### config.mk
export PLATFORM = sky130hd
export DESIGN_NAME = fan_ramp_ctrl
export DESIGN_NICKNAME = d
export VERILOG_FILES = /design/src/rtl/fan_pkg.sv /design/src/rtl/fan_pwm_gen.sv /design/src/rtl/fan_ramp_ctrl.sv
export SDC_FILE = /design/constraint.sdc
export NUM_CORES = 1
export LEC_CHECK = 0
export CAP_MARGIN = 20
export CORE_AREA = 2 2 107 109
export DETAILED_ROUTE_END_ITERATION = 10
export DIE_AREA = 0 0 109 111
export PLACE_DENSITY = 0.8
export SYNTH_ARGS = -nofsm -noshare
export SYNTH_HDL_FRONTEND = slang
export SYNTH_SLANG_ARGS = --single-unit
### constraint.sdc
create_clock -name clk -period 9.9 [get_ports clk]
set_input_delay 1.485 -clock clk [delete_from_list [all_inputs] [get_ports clk]]
set_output_delay 1.485 -clock clk [all_outputs]
set_load 0.03 [all_outputs]
### src/rtl/fan_pkg.sv
// Shared types and cycle-count helpers for the fan ramp controller.
package fan_pkg;

  typedef enum logic [2:0] {IDLE, RAMP_UP, RAMP_DOWN, HOLD, KICK} fan_state_e;

  function automatic int lvl_off(int n);  return 0;               endfunction
  function automatic int lvl_low(int n);  return (1 << n) / 4;    endfunction
  function automatic int lvl_mid(int n);  return (1 << n) / 2;    endfunction
  function automatic int lvl_high(int n); return (1 << n) - 1;    endfunction

  function automatic int level(int n, logic [1:0] s);
    case (s)
      2'd0:    return lvl_off(n);
      2'd1:    return lvl_low(n);
      2'd2:    return lvl_mid(n);
      default: return lvl_high(n);
    endcase
  endfunction

  function automatic int step_cyc(int sys_freq, int ramp_us);
    return sys_freq * ramp_us;
  endfunction

  function automatic int period_cyc(int sys_freq, int pwm_hz);
    return sys_freq * 1000000 / pwm_hz;
  endfunction

  function automatic int kick_cyc(int sys_freq, int kick_ms);
    return sys_freq * 1000 * kick_ms;
  endfunction

endpackage

### src/rtl/fan_pwm_gen.sv
// Fixed-frequency PWM generator; threshold latched at period start so duty
// changes only land on period boundaries.
module fan_pwm_gen
  import fan_pkg::*;
#(
  parameter int SYS_FREQ    = 125,
  parameter int N           = 10,
  parameter int PWM_FREQ_HZ = 25000
) (
  input  logic         clk,
  input  logic         reset_p,
  input  logic [N-1:0] duty,
  output logic         pwm
);

  localparam int P  = period_cyc(SYS_FREQ, PWM_FREQ_HZ);
  localparam int CW = $clog2(P);
  localparam int MW = N + CW;

  logic [CW-1:0] cnt, thr, thr_new, thr_use;
  logic [MW-1:0] prod;
  logic          full, full_use;

  assign prod     = MW'(duty) * MW'(P);
  assign thr_new  = CW'(prod >> N);
  // At cnt==0 the freshly computed values drive the compare directly.
  assign thr_use  = (cnt == '0) ? thr_new : thr;
  assign full_use = (cnt == '0) ? (&duty) : full;

  always_ff @(posedge clk or posedge reset_p) begin
    if (reset_p) begin
      cnt  <= '0;
      thr  <= '0;
      full <= 1'b0;
      pwm  <= 1'b0;
    end else begin
      cnt <= (cnt == CW'(P - 1)) ? '0 : cnt + 1'b1;
      if (cnt == '0) begin
        thr  <= thr_new;
        full <= &duty;
      end
      pwm <= full_use | (cnt < thr_use);
    end
  end

endmodule

### src/rtl/fan_ramp_ctrl.sv
// Fan speed-level controller: ramps duty one LSB per tick toward the requested
// level. Optional kick-start on spin-up enabled by FAN_KICKSTART_EN.
module fan_ramp_ctrl
  import fan_pkg::*;
#(
  parameter int SYS_FREQ     = 125,
  parameter int N            = 10,
  parameter int PWM_FREQ_HZ  = 25000,
  parameter int RAMP_STEP_US = 1000,
  parameter int KICK_MS      = 200
) (
  input  logic         clk,
  input  logic         reset_p,
  input  logic [1:0]   speed_req,
  input  logic         req_valid,
  output logic         req_ready,
  output logic         pwm,
  output logic [N-1:0] duty_cur,
  output logic         at_target,
  output logic         busy
);

  localparam int STEP_C = step_cyc(SYS_FREQ, RAMP_STEP_US);
  localparam int KICK_C = kick_cyc(SYS_FREQ, KICK_MS);
  // One counter serves both ramp ticks and the kick interval.
  localparam int CW     = $clog2(((STEP_C > KICK_C) ? STEP_C : KICK_C) + 1);

  fan_state_e    state, state_nx;
  logic [N-1:0]  tgt, tgt_nx, duty_nx, req_lvl;
  logic [CW-1:0] cnt, cnt_nx;
  logic          acc, step;

  assign req_lvl   = N'(level(N, speed_req));
  assign acc       = req_valid && req_ready;
  assign step      = (cnt == CW'(STEP_C - 1));
  assign at_target = (duty_cur == tgt);

  always_comb begin
    state_nx  = state;
    duty_nx   = duty_cur;
    tgt_nx    = tgt;
    cnt_nx    = '0;
    req_ready = (state == IDLE) || (state == HOLD);
    busy      = (state == RAMP_UP) || (state == RAMP_DOWN) || (state == KICK);
    if (acc) tgt_nx = req_lvl;
    case (state)
      IDLE: if (acc && req_lvl != '0) begin
`ifdef FAN_KICKSTART_EN
        state_nx = KICK;
        duty_nx  = '1;
`else
        state_nx = RAMP_UP;
`endif
      end
      HOLD: if (acc) begin
        if (req_lvl > duty_cur)      state_nx = RAMP_UP;
        else if (req_lvl < duty_cur) state_nx = RAMP_DOWN;
      end
      RAMP_UP: begin
        cnt_nx = cnt + 1'b1;
        if (step) begin
          cnt_nx  = '0;
          duty_nx = duty_cur + 1'b1;
          if (duty_nx == tgt) state_nx = HOLD;
        end
      end
      RAMP_DOWN: begin
        cnt_nx = cnt + 1'b1;
        if (step) begin
          cnt_nx  = '0;
          duty_nx = duty_cur - 1'b1;
          if (duty_nx == tgt) state_nx = (tgt == '0) ? IDLE : HOLD;
        end
      end
`ifdef FAN_KICKSTART_EN
      KICK: begin
        cnt_nx = cnt + 1'b1;
        if (cnt == CW'(KICK_C - 1)) begin
          cnt_nx   = '0;
          state_nx = (&tgt) ? HOLD : RAMP_DOWN;
        end
      end
`endif
      default: state_nx = IDLE;
    endcase
  end

  always_ff @(posedge clk or posedge reset_p) begin
    if (reset_p) begin
      state    <= IDLE;
      duty_cur <= '0;
      tgt      <= '0;
      cnt      <= '0;
    end else begin
      state    <= state_nx;
      duty_cur <= duty_nx;
      tgt      <= tgt_nx;
      cnt      <= cnt_nx;
    end
  end

  fan_pwm_gen #(
    .SYS_FREQ    (SYS_FREQ),
    .N           (N),
    .PWM_FREQ_HZ (PWM_FREQ_HZ)
  ) u_pwm (
    .clk     (clk),
    .reset_p (reset_p),
    .duty    (duty_cur),
    .pwm     (pwm)
  );

endmodule

==> impl_results.md <==
* Status: finished clean
* Most common cell after layout, fill and taps aside: ha_1
* Worst hold path class: flip-flop to flip-flop
* # DRC at 0
* Max Freq at 163 MHz
* Clk root buf: clkbuf_16
* Die height at 111 µm
* Post-synthesis xor/xnor area fraction at 9.14%
* Crit-path slowest cell: dfrtp_1
* Critical path type: flip-flop to flip-flop
* Crit path launch type: flip-flop
* CTS tree: done
* Combinational share of power at 25.5%
* DR vias at 4532
* Post-synthesis register bit count at 68
* Core ar. at 11100 µm²
* DR iter-0 viols at 233
* Power, Total at 0.874 mW
* Pwr Density at 133 nW/µm²
* Global placement routability congestion at 0.880
* Part of the cycle the worst path needs at 62.1%
* Post-synthesis sequential area ratio at 28.7%
* Max VDD drop at 0.000156 V
* Routed Antenna Nets at 0
* Sequential power share at 35.7%
* CP max stage delay at 0.76 ns
* Clk pwr share at 38.8%
* CP most frequent cell: ha_1
* Final Hold Vio Count at 0
* P_leak at 3.30 nW
* RSZ-0062 raised after global routing: false
* Port Buf Inserts at 18
* Data arrival, critical path at 6.39 ns
* Switching Share at 33.9%
* Post-CTS setup buffers at 0
* Largest net degree at the start of global routing at 69
* Clock latency on the worst-skew pair at 0.35 ns
* Effective utilization at floorplan at 53.6%
* Syn avg cell area at 9.44 µm²
* Total negative setup slack at 0 ns
* Detailed placer's ending HPWL at 9.62 mm
* Pint at 0.578 mW
* Die ar. at 12100 µm²
* Ys flop type: dfrtp_1
* Sw Pwr at 0.296 mW
* Share of cells above drive strength 1 at 7.07%
* Min Tclk post-route at 6.15 ns
* Routed vias/inst at 5.71
* Mapped Area at 5940 µm²
* Synthesized Nets at 746
* Grt ovf at 0
* Worst-path fanout max at 18
* Hold WS at 0.478 ns
* Clock slew at reported path FFs at 0.07 ns
* Maxcap violations at 0
* Async set or reset register ratio after synthesis at 100%
* Initial DRT Pass Iterations at 4
* Post-synthesis compound-gate area fraction at 10.7%
* H-tree levels at 3
* Most frequent cells in the layout: 96 x ha_1, 68 x dfrtp_1, 65 x nor2_1
* Fraction of the mapped netlist area in adder cells at 25.6%
* Fin. max-slew vios at 0
* Post-synth EDFFs at 0
* Clk_skew at 0.0103 ns
* First-pass GRT wire length at 22.3 mm
* Yosys warnings at 0
* Post_cts resized at 0
* Antenna violations before repair at 0
* Synth cell types at 62
* Crit path cell chain: inv_1 -> fa_1 -> inv_1 -> ha_1 -> inv_1 -> fa_1 -> inv_1 -> ha_1 -> ha_1 -> ha_1 -> and4_1 -> a221oi_4 -> a21oi_2 -> o31ai_2 -> a21boi_1 -> o21ai_0 -> a31oi_1 -> ha_1 -> nand4_1 -> nor3_1 -> o21ai_0 -> a21o_1
* Row count at 39
* WL per Instance at 16.4 µm
* Fill cell total of the finished layout at 906
* Final setup fails at 0
* Synth-to-Final Area Change at 10.4%
* Synth Area in Simple Gates at 17.5%
* Req. time, crit path at 10.14 ns
* Main combinational cell family by area after synthesis: adder cells
* Clock tree buffer depth at 2
* Final non-filler cell area at 6560 µm²
* All-Layer GR Usage at 23.5%
* Syn Inst Count at 629
* Final-stage net count at 763
* Max_slew headroom at 40.9%
* Post-synthesis mux area share at 3.75%
* Crit. End Element: flip-flop
* Vias in the first global route at 4706
* Number of clock sinks at 68
* Area post-placement at 6250 µm²
* Slew @ Worst Pin at 0.886 ns
* Num CTS Buffers at 9
* IO Count at 19
* Die span in x at 109 µm
* Detailed Route WL at 13.0 mm
* Post-cts hold buffer count at 0
* Antenna Cells at 0
==> synth_stat cells, drive strengths merged (2+ instances only) <==
cell type / n / area (µm²)
dfrtp: 68 / 1700
o2111ai: 3 / 26.3
o21a: 2 / 15.0
buf: 6 / 36.3
or3: 6 / 37.5
nand3: 23 / 115
xnor2: 39 / 342
a22oi: 2 / 15.0
nor3: 18 / 90.1
clkinv: 2 / 7.51
o21ai: 17 / 85.1
ha: 96 / 1200
nor3b: 2 / 15.0
nor2b: 8 / 50.1
a21boi: 4 / 41.3
o31a: 2 / 17.5
mux2i: 11 / 110
a211oi: 5 / 42.5
a21o: 8 / 60.1
a31oi: 7 / 43.8
nor2: 65 / 244
inv: 54 / 203
a2111oi: 2 / 18.8
nor4: 9 / 56.3
a21oi: 21 / 109
xor2: 23 / 201
a31o: 3 / 26.3
or3b: 3 / 26.3
mux2: 10 / 113
nand2: 36 / 135
nand2b: 2 / 12.5
nand4bb: 2 / 22.5
clkbuf: 8 / 30.0
and3: 12 / 77.6
or2: 2 / 12.5
fa: 16 / 320
nand4: 14 / 87.6
and4: 2 / 17.5
o31ai: 3 / 27.5
==> logic make-up after synthesis <==
family                   count (synthesis)
buffers and inverters                   70
AO/OA/AOI/OAI                           88
adder cells (fa/ha/maj)                112
multiplexers                            21
flip-flops                              68
XOR/XNOR                                62
AND/OR/NAND/NOR                        208
==> worst paths after layout <==
kind | from | endpoint | slack, ns | cells after the start
setup reg to reg | duty_cur[4] | u_pwm.pwm | 3.75 | 22
setup / recovery | duty_cur[4] | u_pwm.pwm | 3.75 | 22
min in group asynchronous | reset_p | u_pwm.cnt[4] | 1.71 | 3
max in group asynchronous | reset_p | tgt[7] | 7.60 | 3
hold / removal | u_pwm.thr[11] | u_pwm.thr[11] | 0.48 | 2
hold reg to reg | u_pwm.thr[11] | u_pwm.thr[11] | 0.48 | 2
==> worst max-delay path, delay by kind of cell (launching register included) <==
family | cells | cell delay, ns
AOI/OAI and AO/OA | 8 | 1.52
adders and majority gates | 7 | 2.67
buffers and inverters | 4 | 0.46
DFF | 1 | 0.76
and+or+nand+nor | 3 | 0.61
==> registers in the layout (all words and copies together), names as in the netlist <==
| name | flops |
|---|---|
| cnt | 25 |
| duty_cur | 10 |
| state | 2 |
| tgt | 3 |
| u_pwm.cnt | 13 |
| u_pwm.full | 1 |
| u_pwm.pwm | 1 |
| u_pwm.thr | 13 |
==> routing by layer <==
layer	wire length [µm]	track usage, %	part of all wire (%)
met1	5770	30.6	44
met2	6410	38.0	49
met3	560	4.59	4.3
met4	277	9.83	2.1
met5	0	0	0
==> metrics by stage <==
stage	util (%)	cells	setup slack (ns)
2_1_floorplan	-	629	4.21
3_3_place_gp	56.4	778	4.04
3_5_place_dp	56.4	778	3.81
4_1_cts	59.2	794	3.81
5_1_grt	59.2	794	3.31
6_report	59.2	794	3.75
==> power groups by stage <==
| stage | clock, mW | combinational [mW] | sequential, mW |
|---|---|---|---|
| floorplan | 0 | 0.171 | 0.309 |
| global placement | 0 | 0.217 | 0.315 |
| detailed placement | 0 | 0.221 | 0.316 |
| CTS | 0.345 | 0.223 | 0.312 |
| global route | 0.358 | 0.243 | 0.315 |
| finish | 0.339 | 0.223 | 0.312 |
==> cell type report <==
type | count | area (µm²) | area share, %
clock buffers | 9 | 225 | 3.44
clock inverters | 7 | 83.8 | 1.28
inverters | 56 | 210 | 3.21
multi-input cells | 491 | 3960 | 60.4
flip-flops and latches | 68 | 1700 | 26.0
well taps | 143 | 179 | 2.73
repair buffers | 20 | 195 | 2.98
Note: power is estimated with default switching activity, not from simulation.
